<file path="src/rtl/mips_ctrl_pkg.sv">
// Shared definitions for the multi-cycle MIPS controller.
//   - opcode constants decoded from INSTRUCTION[31:26]
//   - ALUOp, ALU source-B and PC-source mux encodings
//   - 4-bit FSM state encodings (also exported on the debug state output)
//   - is_mem_state(): true for states that issue a memory request and wait
package mips_ctrl_pkg;

    localparam logic [5:0] OP_RTYPE = 6'd0;
    localparam logic [5:0] OP_LW    = 6'd35;
    localparam logic [5:0] OP_SW    = 6'd43;
    localparam logic [5:0] OP_BEQ   = 6'd4;
    localparam logic [5:0] OP_ADDI  = 6'd8;
    localparam logic [5:0] OP_J     = 6'd2;

    localparam logic [1:0] ALUOP_ADD   = 2'd0;
    localparam logic [1:0] ALUOP_SUB   = 2'd1;
    localparam logic [1:0] ALUOP_FUNCT = 2'd2;

    localparam logic [1:0] SRCB_B      = 2'd0;
    localparam logic [1:0] SRCB_FOUR   = 2'd1;
    localparam logic [1:0] SRCB_IMM    = 2'd2;
    localparam logic [1:0] SRCB_IMM_SH = 2'd3;

    localparam logic [1:0] PCSRC_ALU    = 2'd0;
    localparam logic [1:0] PCSRC_ALUOUT = 2'd1;
    localparam logic [1:0] PCSRC_JUMP   = 2'd2;

    typedef enum logic [3:0] {
        S_FETCH    = 4'd0,
        S_DECODE   = 4'd1,
        S_MEMADR   = 4'd2,
        S_MEMRD    = 4'd3,
        S_MEMWB    = 4'd4,
        S_MEMWR    = 4'd5,
        S_RTYPE_EX = 4'd6,
        S_RTYPE_WB = 4'd7,
        S_BEQ_EX   = 4'd8,
        S_ADDI_EX  = 4'd9,
        S_ADDI_WB  = 4'd10,
        S_JUMP     = 4'd11
    } state_t;

    function automatic logic is_mem_state(input state_t s);
        return (s == S_FETCH) || (s == S_MEMRD) || (s == S_MEMWR);
    endfunction

endpackage

</file>
<file path="src/rtl/multicycle_controller_if.sv">
// Control bundle between the multi-cycle sequencer and the MIPS datapath.
//   Datapath -> controller: opcode, zero, mem_ready
//   Controller -> datapath: PC/IR/regfile enables, mux selects, memory
//   requests, status pulses (instr_done, illegal_op, mem_timeout), debug state.
// Memory handshake: mem_read / mem_write is a request held high, unchanged,
// until the memory answers with mem_ready=1 in the same cycle; the access
// completes in exactly that cycle. mem_ready while no request is up is ignored.
// The two requests are never high together.
interface multicycle_controller_if;
    logic [5:0] opcode;
    logic       zero;
    logic       mem_ready;
    logic       pc_write;
    logic       pc_write_cond;
    logic       i_or_d;
    logic       mem_read;
    logic       mem_write;
    logic       ir_write;
    logic       reg_dst;
    logic       mem_to_reg;
    logic       reg_write;
    logic       alu_src_a;
    logic [1:0] alu_src_b;
    logic [1:0] alu_op;
    logic [1:0] pc_source;
    logic       instr_done;
    logic       illegal_op;
    logic       mem_timeout;
    logic [3:0] state;

    // Controller side: drives every control line.
    modport master (
        input  opcode, zero, mem_ready,
        output pc_write, pc_write_cond, i_or_d, mem_read, mem_write, ir_write,
               reg_dst, mem_to_reg, reg_write, alu_src_a, alu_src_b, alu_op,
               pc_source, instr_done, illegal_op, mem_timeout, state
    );

    // Datapath / memory side.
    modport slave (
        output opcode, zero, mem_ready,
        input  pc_write, pc_write_cond, i_or_d, mem_read, mem_write, ir_write,
               reg_dst, mem_to_reg, reg_write, alu_src_a, alu_src_b, alu_op,
               pc_source, instr_done, illegal_op, mem_timeout, state
    );
endinterface

</file>
<file path="src/rtl/mem_wait_timer.sv">
// Counts cycles spent waiting on mem_ready.
//   clk_i, rst_i : clock, synchronous active-high reset (count -> 0)
//   clr_i        : clear count (has priority over inc_i)
//   inc_i        : one more waiting cycle has elapsed
//   expired_o    : the current waiting cycle is the LIMIT-th one
module mem_wait_timer #(
    parameter int LIMIT = 16,
    parameter int CNT_W = 5
) (
    input  logic clk_i,
    input  logic rst_i,
    input  logic clr_i,
    input  logic inc_i,
    output logic expired_o
);
    logic [CNT_W-1:0] cnt_q, cnt_d;

    // cnt_q holds the number of earlier waiting cycles, so the LIMIT-th
    // waiting cycle is the one that sees LIMIT-1.
    assign expired_o = (cnt_q == CNT_W'(LIMIT - 1));

    always_comb begin
        cnt_d = cnt_q;
        if (clr_i) begin
            cnt_d = '0;
        end else if (inc_i && !expired_o) begin
            cnt_d = cnt_q + 1'b1;
        end
    end

    always_ff @(posedge clk_i) begin
        if (rst_i) begin
            cnt_q <= '0;
        end else begin
            cnt_q <= cnt_d;
        end
    end
endmodule

</file>
<file path="src/rtl/multicycle_controller.sv">
// Multi-cycle MIPS sequencer: steps every instruction through FETCH, DECODE
// and an opcode-specific tail, driving datapath enables and mux selects
// state by state.
//   CLK, RESET : clock, synchronous active-high reset
//   bus        : controller side of multicycle_controller_if (inputs opcode,
//                zero, mem_ready; all control, status and debug outputs)
// Outputs are decoded from the state; FETCH and MEMWR also look at mem_ready
// so that IR/PC loads and completion happen only in the cycle memory answers.
// While RESET is high every output (including state) reads 0, which abandons
// any access in flight without a write.
module multicycle_controller
    import mips_ctrl_pkg::*;
#(
    parameter int MEM_TIMEOUT = 16,
    parameter int CNT_W       = 5
) (
    input  logic                    CLK,
    input  logic                    RESET,
    multicycle_controller_if.master bus
);
    state_t state_q, state_d;
    logic   waiting;
    logic   timeout;
    logic   timer_expired;
    logic   timer_clr;

    assign waiting   = is_mem_state(state_q) && !bus.mem_ready;
    assign timeout   = waiting && timer_expired;
    // Clearing whenever we are not waiting covers both "on mem_ready" and
    // "on entry"; a timed-out FETCH re-enters itself, so clear on that too.
    assign timer_clr = !waiting || timeout || (state_d != state_q);

    mem_wait_timer #(
        .LIMIT (MEM_TIMEOUT),
        .CNT_W (CNT_W)
    ) u_timer (
        .clk_i     (CLK),
        .rst_i     (RESET),
        .clr_i     (timer_clr),
        .inc_i     (waiting),
        .expired_o (timer_expired)
    );

    always_ff @(posedge CLK) begin
        if (RESET) begin
            state_q <= S_FETCH;
        end else begin
            state_q <= state_d;
        end
    end

    assign bus.state = RESET ? 4'd0 : state_q;

    always_comb begin
        state_d           = state_q;
        bus.pc_write      = 1'b0;
        bus.pc_write_cond = 1'b0;
        bus.i_or_d        = 1'b0;
        bus.mem_read      = 1'b0;
        bus.mem_write     = 1'b0;
        bus.ir_write      = 1'b0;
        bus.reg_dst       = 1'b0;
        bus.mem_to_reg    = 1'b0;
        bus.reg_write     = 1'b0;
        bus.alu_src_a     = 1'b0;
        bus.alu_src_b     = SRCB_B;
        bus.alu_op        = ALUOP_ADD;
        bus.pc_source     = PCSRC_ALU;
        bus.instr_done    = 1'b0;
        bus.illegal_op    = 1'b0;
        bus.mem_timeout   = timeout;

        case (state_q)
            S_FETCH: begin
                bus.mem_read  = 1'b1;
                bus.alu_src_b = SRCB_FOUR;
                if (bus.mem_ready) begin
                    bus.ir_write = 1'b1;
                    bus.pc_write = 1'b1;
                    state_d      = S_DECODE;
                end
                // On timeout stay in FETCH; the PC is not loaded.
            end
            S_DECODE: begin
                // Precompute the branch target into ALUOut.
                bus.alu_src_b = SRCB_IMM_SH;
                case (bus.opcode)
                    OP_RTYPE:     state_d = S_RTYPE_EX;
                    OP_LW, OP_SW: state_d = S_MEMADR;
                    OP_BEQ:       state_d = S_BEQ_EX;
                    OP_ADDI:      state_d = S_ADDI_EX;
                    OP_J:         state_d = S_JUMP;
                    default: begin
                        bus.illegal_op = 1'b1;
                        state_d        = S_FETCH;
                    end
                endcase
            end
            S_MEMADR: begin
                bus.alu_src_a = 1'b1;
                bus.alu_src_b = SRCB_IMM;
                state_d       = (bus.opcode == OP_LW) ? S_MEMRD : S_MEMWR;
            end
            S_MEMRD: begin
                bus.mem_read = 1'b1;
                bus.i_or_d   = 1'b1;
                if (bus.mem_ready) begin
                    state_d = S_MEMWB;
                end else if (timeout) begin
                    state_d = S_FETCH;
                end
            end
            S_MEMWB: begin
                bus.reg_write  = 1'b1;
                bus.mem_to_reg = 1'b1;
                bus.instr_done = 1'b1;
                state_d        = S_FETCH;
            end
            S_MEMWR: begin
                bus.mem_write = 1'b1;
                bus.i_or_d    = 1'b1;
                if (bus.mem_ready) begin
                    bus.instr_done = 1'b1;
                    state_d        = S_FETCH;
                end else if (timeout) begin
                    state_d = S_FETCH;
                end
            end
            S_RTYPE_EX: begin
                bus.alu_src_a = 1'b1;
                bus.alu_op    = ALUOP_FUNCT;
                state_d       = S_RTYPE_WB;
            end
            S_RTYPE_WB: begin
                bus.reg_write  = 1'b1;
                bus.reg_dst    = 1'b1;
                bus.instr_done = 1'b1;
                state_d        = S_FETCH;
            end
            S_BEQ_EX: begin
                bus.alu_src_a     = 1'b1;
                bus.alu_op        = ALUOP_SUB;
                bus.pc_write_cond = 1'b1;
                bus.pc_source     = PCSRC_ALUOUT;
                bus.instr_done    = 1'b1;
                state_d           = S_FETCH;
            end
            S_ADDI_EX: begin
                bus.alu_src_a = 1'b1;
                bus.alu_src_b = SRCB_IMM;
                state_d       = S_ADDI_WB;
            end
            S_ADDI_WB: begin
                bus.reg_write  = 1'b1;
                bus.instr_done = 1'b1;
                state_d        = S_FETCH;
            end
            S_JUMP: begin
                bus.pc_write   = 1'b1;
                bus.pc_source  = PCSRC_JUMP;
                bus.instr_done = 1'b1;
                state_d        = S_FETCH;
            end
            default: state_d = S_FETCH;
        endcase

        if (RESET) begin
            bus.pc_write      = 1'b0;
            bus.pc_write_cond = 1'b0;
            bus.i_or_d        = 1'b0;
            bus.mem_read      = 1'b0;
            bus.mem_write     = 1'b0;
            bus.ir_write      = 1'b0;
            bus.reg_dst       = 1'b0;
            bus.mem_to_reg    = 1'b0;
            bus.reg_write     = 1'b0;
            bus.alu_src_a     = 1'b0;
            bus.alu_src_b     = SRCB_B;
            bus.alu_op        = ALUOP_ADD;
            bus.pc_source     = PCSRC_ALU;
            bus.instr_done    = 1'b0;
            bus.illegal_op    = 1'b0;
            bus.mem_timeout   = 1'b0;
        end
    end
endmodule

</file>
<file path="src/flat_wrapper.sv">
// flat-port wrapper written by rule: the top's interface ports become plain ports
module multicycle_controller_flat import mips_ctrl_pkg::*;
#(
    parameter int MEM_TIMEOUT = 16,
    parameter int CNT_W       = 5
)
  (CLK, RESET, bus_opcode, bus_zero, bus_mem_ready, bus_pc_write, bus_pc_write_cond, bus_i_or_d, bus_mem_read, bus_mem_write, bus_ir_write, bus_reg_dst, bus_mem_to_reg, bus_reg_write, bus_alu_src_a, bus_alu_src_b, bus_alu_op, bus_pc_source, bus_instr_done, bus_illegal_op, bus_mem_timeout, bus_state);
  multicycle_controller_if bus_i ();
  input  logic CLK;
  input  logic RESET;
  input wire logic [$bits(bus_i.opcode)-1:0] bus_opcode;
  input wire logic [$bits(bus_i.zero)-1:0] bus_zero;
  input wire logic [$bits(bus_i.mem_ready)-1:0] bus_mem_ready;
  output wire logic [$bits(bus_i.pc_write)-1:0] bus_pc_write;
  output wire logic [$bits(bus_i.pc_write_cond)-1:0] bus_pc_write_cond;
  output wire logic [$bits(bus_i.i_or_d)-1:0] bus_i_or_d;
  output wire logic [$bits(bus_i.mem_read)-1:0] bus_mem_read;
  output wire logic [$bits(bus_i.mem_write)-1:0] bus_mem_write;
  output wire logic [$bits(bus_i.ir_write)-1:0] bus_ir_write;
  output wire logic [$bits(bus_i.reg_dst)-1:0] bus_reg_dst;
  output wire logic [$bits(bus_i.mem_to_reg)-1:0] bus_mem_to_reg;
  output wire logic [$bits(bus_i.reg_write)-1:0] bus_reg_write;
  output wire logic [$bits(bus_i.alu_src_a)-1:0] bus_alu_src_a;
  output wire logic [$bits(bus_i.alu_src_b)-1:0] bus_alu_src_b;
  output wire logic [$bits(bus_i.alu_op)-1:0] bus_alu_op;
  output wire logic [$bits(bus_i.pc_source)-1:0] bus_pc_source;
  output wire logic [$bits(bus_i.instr_done)-1:0] bus_instr_done;
  output wire logic [$bits(bus_i.illegal_op)-1:0] bus_illegal_op;
  output wire logic [$bits(bus_i.mem_timeout)-1:0] bus_mem_timeout;
  output wire logic [$bits(bus_i.state)-1:0] bus_state;
  assign bus_i.opcode = bus_opcode;
  assign bus_i.zero = bus_zero;
  assign bus_i.mem_ready = bus_mem_ready;
  assign bus_pc_write = bus_i.pc_write;
  assign bus_pc_write_cond = bus_i.pc_write_cond;
  assign bus_i_or_d = bus_i.i_or_d;
  assign bus_mem_read = bus_i.mem_read;
  assign bus_mem_write = bus_i.mem_write;
  assign bus_ir_write = bus_i.ir_write;
  assign bus_reg_dst = bus_i.reg_dst;
  assign bus_mem_to_reg = bus_i.mem_to_reg;
  assign bus_reg_write = bus_i.reg_write;
  assign bus_alu_src_a = bus_i.alu_src_a;
  assign bus_alu_src_b = bus_i.alu_src_b;
  assign bus_alu_op = bus_i.alu_op;
  assign bus_pc_source = bus_i.pc_source;
  assign bus_instr_done = bus_i.instr_done;
  assign bus_illegal_op = bus_i.illegal_op;
  assign bus_mem_timeout = bus_i.mem_timeout;
  assign bus_state = bus_i.state;
  multicycle_controller #(.MEM_TIMEOUT(MEM_TIMEOUT), .CNT_W(CNT_W)) u_core (.CLK(CLK), .RESET(RESET), .bus(bus_i));
endmodule
</file>
<file path="config.mk">
export PLATFORM = sky130hd
export DESIGN_NAME = multicycle_controller_flat
export DESIGN_NICKNAME = d
export VERILOG_FILES = /design/src/rtl/mips_ctrl_pkg.sv /design/src/rtl/multicycle_controller_if.sv /design/src/rtl/mem_wait_timer.sv /design/src/rtl/multicycle_controller.sv /design/src/flat_wrapper.sv
export SDC_FILE = /design/constraint.sdc
export NUM_CORES = 1
export LEC_CHECK = 0
export CORE_UTILIZATION = 61
export CTS_BUF_LIST = sky130_fd_sc_hd__clkbuf_16
export CTS_CLUSTER_DIAMETER = 100
export DETAILED_ROUTE_END_ITERATION = 10
export DONT_BUFFER_PORTS = 1
export GPL_TIMING_DRIVEN = 0
export PLACE_DENSITY = 0.85
export SLEW_MARGIN = 20
export SYNTH_ARGS = -nofsm -noshare
export SYNTH_HDL_FRONTEND = slang
export SYNTH_HIERARCHICAL = 1
export SYNTH_SLANG_ARGS = --single-unit
</file>
<file path="constraint.sdc">
create_clock -name CLK -period 2.1 [get_ports CLK]
set_input_delay 0.315 -clock CLK [delete_from_list [all_inputs] [get_ports CLK]]
set_output_delay 0.315 -clock CLK [all_outputs]
set_load 0.01 [all_outputs]
</file>
==> metrics.yaml <==
run_status:
  outcome: "completed"
sta:
  final.setup.tns_ns: 0
  rsz0062_at_grt: "no"
  drv_slew: 0
  worstMarginPinSlew_ns: 0.6976
  max_freq_ghz: 0.5011
  setup_violations: 0
  period_minus_slack_ns: 1.996
  slew-limit-headroom_pct: 53.07
  hold_viol: 0
  final.setup_skew_ns: 0.001812
  fin_crit_sh_pct: 95.03
layout:
  drive_above_1_share_pct: 10.32
  fin_util_pct: 73.61
  final_common_cell: "nor2_1"
  fin_nets: 139
  fillers: 99
  diodes: 0
  syn2layout_area_growth_pct: 12.50
  final_cell_mix: "nor2_1 (19), nor3_1 (9), dfxtp_1 (9)"
synth:
  ys_seq_elements: 9
  synth-xor-area-share_pct: 4.167
  synth_edf_count: 0
  synth-adder-area-share_pct: 2.976
  synth_top_family_by_area: "simple AND/OR/NAND/NOR gates"
  synthSimpleGateAreaFrac_pct: 47.92
  ys_top_cells_by_area: "dfxtp_1 (21%), nor2_1 (8.5%), nor3_1 (5.4%), nor2b_1 (5.2%), o21ai_0 (4.8%)"
  yosysTopAreaCell: "dfxtp_1"
  synth_compound_area_share_pct: 16.52
  synth-main-ff-cell: "dfxtp_1"
  yosysTopAreaCellShare_pct: 21.43
  synthesis.area_um2: 840.8
  ys_warn_count: 6
  async_flop_share_pct: 0
  ys_seq_area_share_pct: 21.43
  syn_inst: 122
  synth_nets: 134
  synth_mux_area_share_pct: 0
  syn_avg_cell_area_um2: 6.892
  ys_types: 36
clock_network:
  post_cts_buffers: 0
  cts_buffer_depth: 2
  cts_num_sinks: 9
  cts_made_buffers: 3
  ctsHoldBuffers: 0
  h-tree-depth: 1
  clk_latency_ns: 0.23
  clkTransAtPathRegs_ns: 0.04
  cts_tree: "built"
  clockRootBuffer: "clkbuf_16"
floorplan:
  core_um2: 1285
  std_cell_rows: 13
  io_pins: 33
  initial_utilization_pct: 65.43
  die-area_um2: 1531
  die-height_um: 39.13
  fp.dieW_um: 39.13
critical_path:
  criticalPathCategory: "reg -> out"
  cp-end-kind: "output port"
  critPathMaxStageDelay_ns: 0.46
  cp_slowest_cell: "dfxtp_1"
  r2r_start: "u_core/u_timer/cnt_q[0]"
  cp.arrival_ns: 1.68
  critPathRequiredTime_ns: 1.78
  crit_path_start_kind: "flip-flop"
  crit_chain: "xor2_1 > a21oi_1 > or3_1 > nor3b_1"
  critPathBufInv: 0
  cpLargestDelayFamily: "simple AND/OR/NAND/NOR gates"
  cp-startpoint: "u_core/state_q[1]"
  path_max_fanout: 7
global_route:
  grt_pass1_wl_um: 2856
  antenna_found_initial: 0
  grt_pass1_vias: 662
  grt_usage_pct: 29.03
  grt.overflow.total: 0
  grt_max_degree: 11
routing:
  routed_wl_um: 1987
  vias_per_cell: 6.319
  drc: 0
  drt_iter0_drc: 25
  final_antenna_net_count: 0
  drt_first_pass_iters: 4
  wl_per_cell_um: 14.09
  num_vias: 891
pwr:
  ir_worst_vdd_mv: 0.5971
  power_density_nw_per_um2: 614.7
  p_leak_uw: 0.0003593
placed_design:
  io_buffers: 0
  dp_hpwl_um: 1488
  place.gp.congestion: 0.7993
worst_hold_path:
  worstHoldPathType: "in -> reg"
  min_from: "RESET"
job:
  drv_cap: 0
## registers in the layout (all words and copies together), names as in the netlist
name and count:
u_core/u_timer/cnt_q 5, u_core/state_q 4
## area by class of cell
cell class                 instances  area (µm²)  area share (%)
multi-input combinational        100       608.1           64.29
clock inverter                     1       5.005          0.5291
clock buffer                       3       75.07           7.937
inverter                           4       15.01           1.587
tap                               15       18.77           1.984
buffer                             9       43.79           4.630
sequential                         9       180.2           19.05
## routing by layer
layer | global-route usage [%] | up-vias | share of wire [%]
met5 | 0 | - | 0
met4 | 12.93 | 0 | 0.75
met3 | 9.827 | 2 | 7.3
met2 | 45.42 | 38 | 48
met1 | 35.42 | 407 | 44
li1 | - | 444 | -
## power breakdown
part	switching [µW]	leakage, µW	internal, µW	total [µW]
combinational	42.7	0.000245	25.8	68.5
sequential	2.63	0.0000729	175	178
clock	84.2	0.0000409	251	335
total	129	0.000359	452	581
## final timing paths
path                        endpoint  depth (start not counted)  slack, ns
min          u_core/u_timer/cnt_q[0]                          2       0.31
max                  bus_mem_timeout                          4       0.10
max reg2reg        u_core/state_q[2]                          7       0.13
min reg2reg  u_core/u_timer/cnt_q[1]                          2       0.49
## stage by stage
step | cells | worst slack [ns] | power (µW) | hold slack [ns] | cell area [µm²]
detailed placement | 137 | 0.1849 | 247.4 | 0.4799 | 859.6
finish | 141 | 0.1043 | 581.5 | 0.3147 | 945.9
global placement | 137 | 0.2002 | 245.7 | 0.4637 | 859.6
global route | 141 | 0.02445 | 612.2 | 0.3231 | 945.9
CTS | 141 | 0.06384 | 589.4 | 0.3107 | 939.7
floorplan | 122 | 0.3560 | 236.6 | 0.4520 | 840.8
## timing repair
item | in CTS | in global routing
hold endpoints to repair | 0 | 0
setup endpoints to repair | 0 | 1
resized for setup | 0 | 1
## cells in the mapped netlist, types with 3 or more instances
cell,count
clkbuf_1,5
nand2_1,5
inv_1,4
dfxtp_1,9
o21ai_0,8
a21oi_1,4
nor4_1,3
nand3_1,3
xor2_1,3
nand2b_1,4
and3_1,5
nor2_1,19
nor3_1,9
nor2b_1,7
nand3b_1,3
## cell families after synthesis
kind of cell / count (synthesis)
DFF: 9
AOI/OAI and AO/OA: 22
adders and majority gates: 2
buffers and inverters: 13
and+or+nand+nor: 72
xor gates and xnor gates: 4
Note: power is estimated with default switching activity, not from simulation.
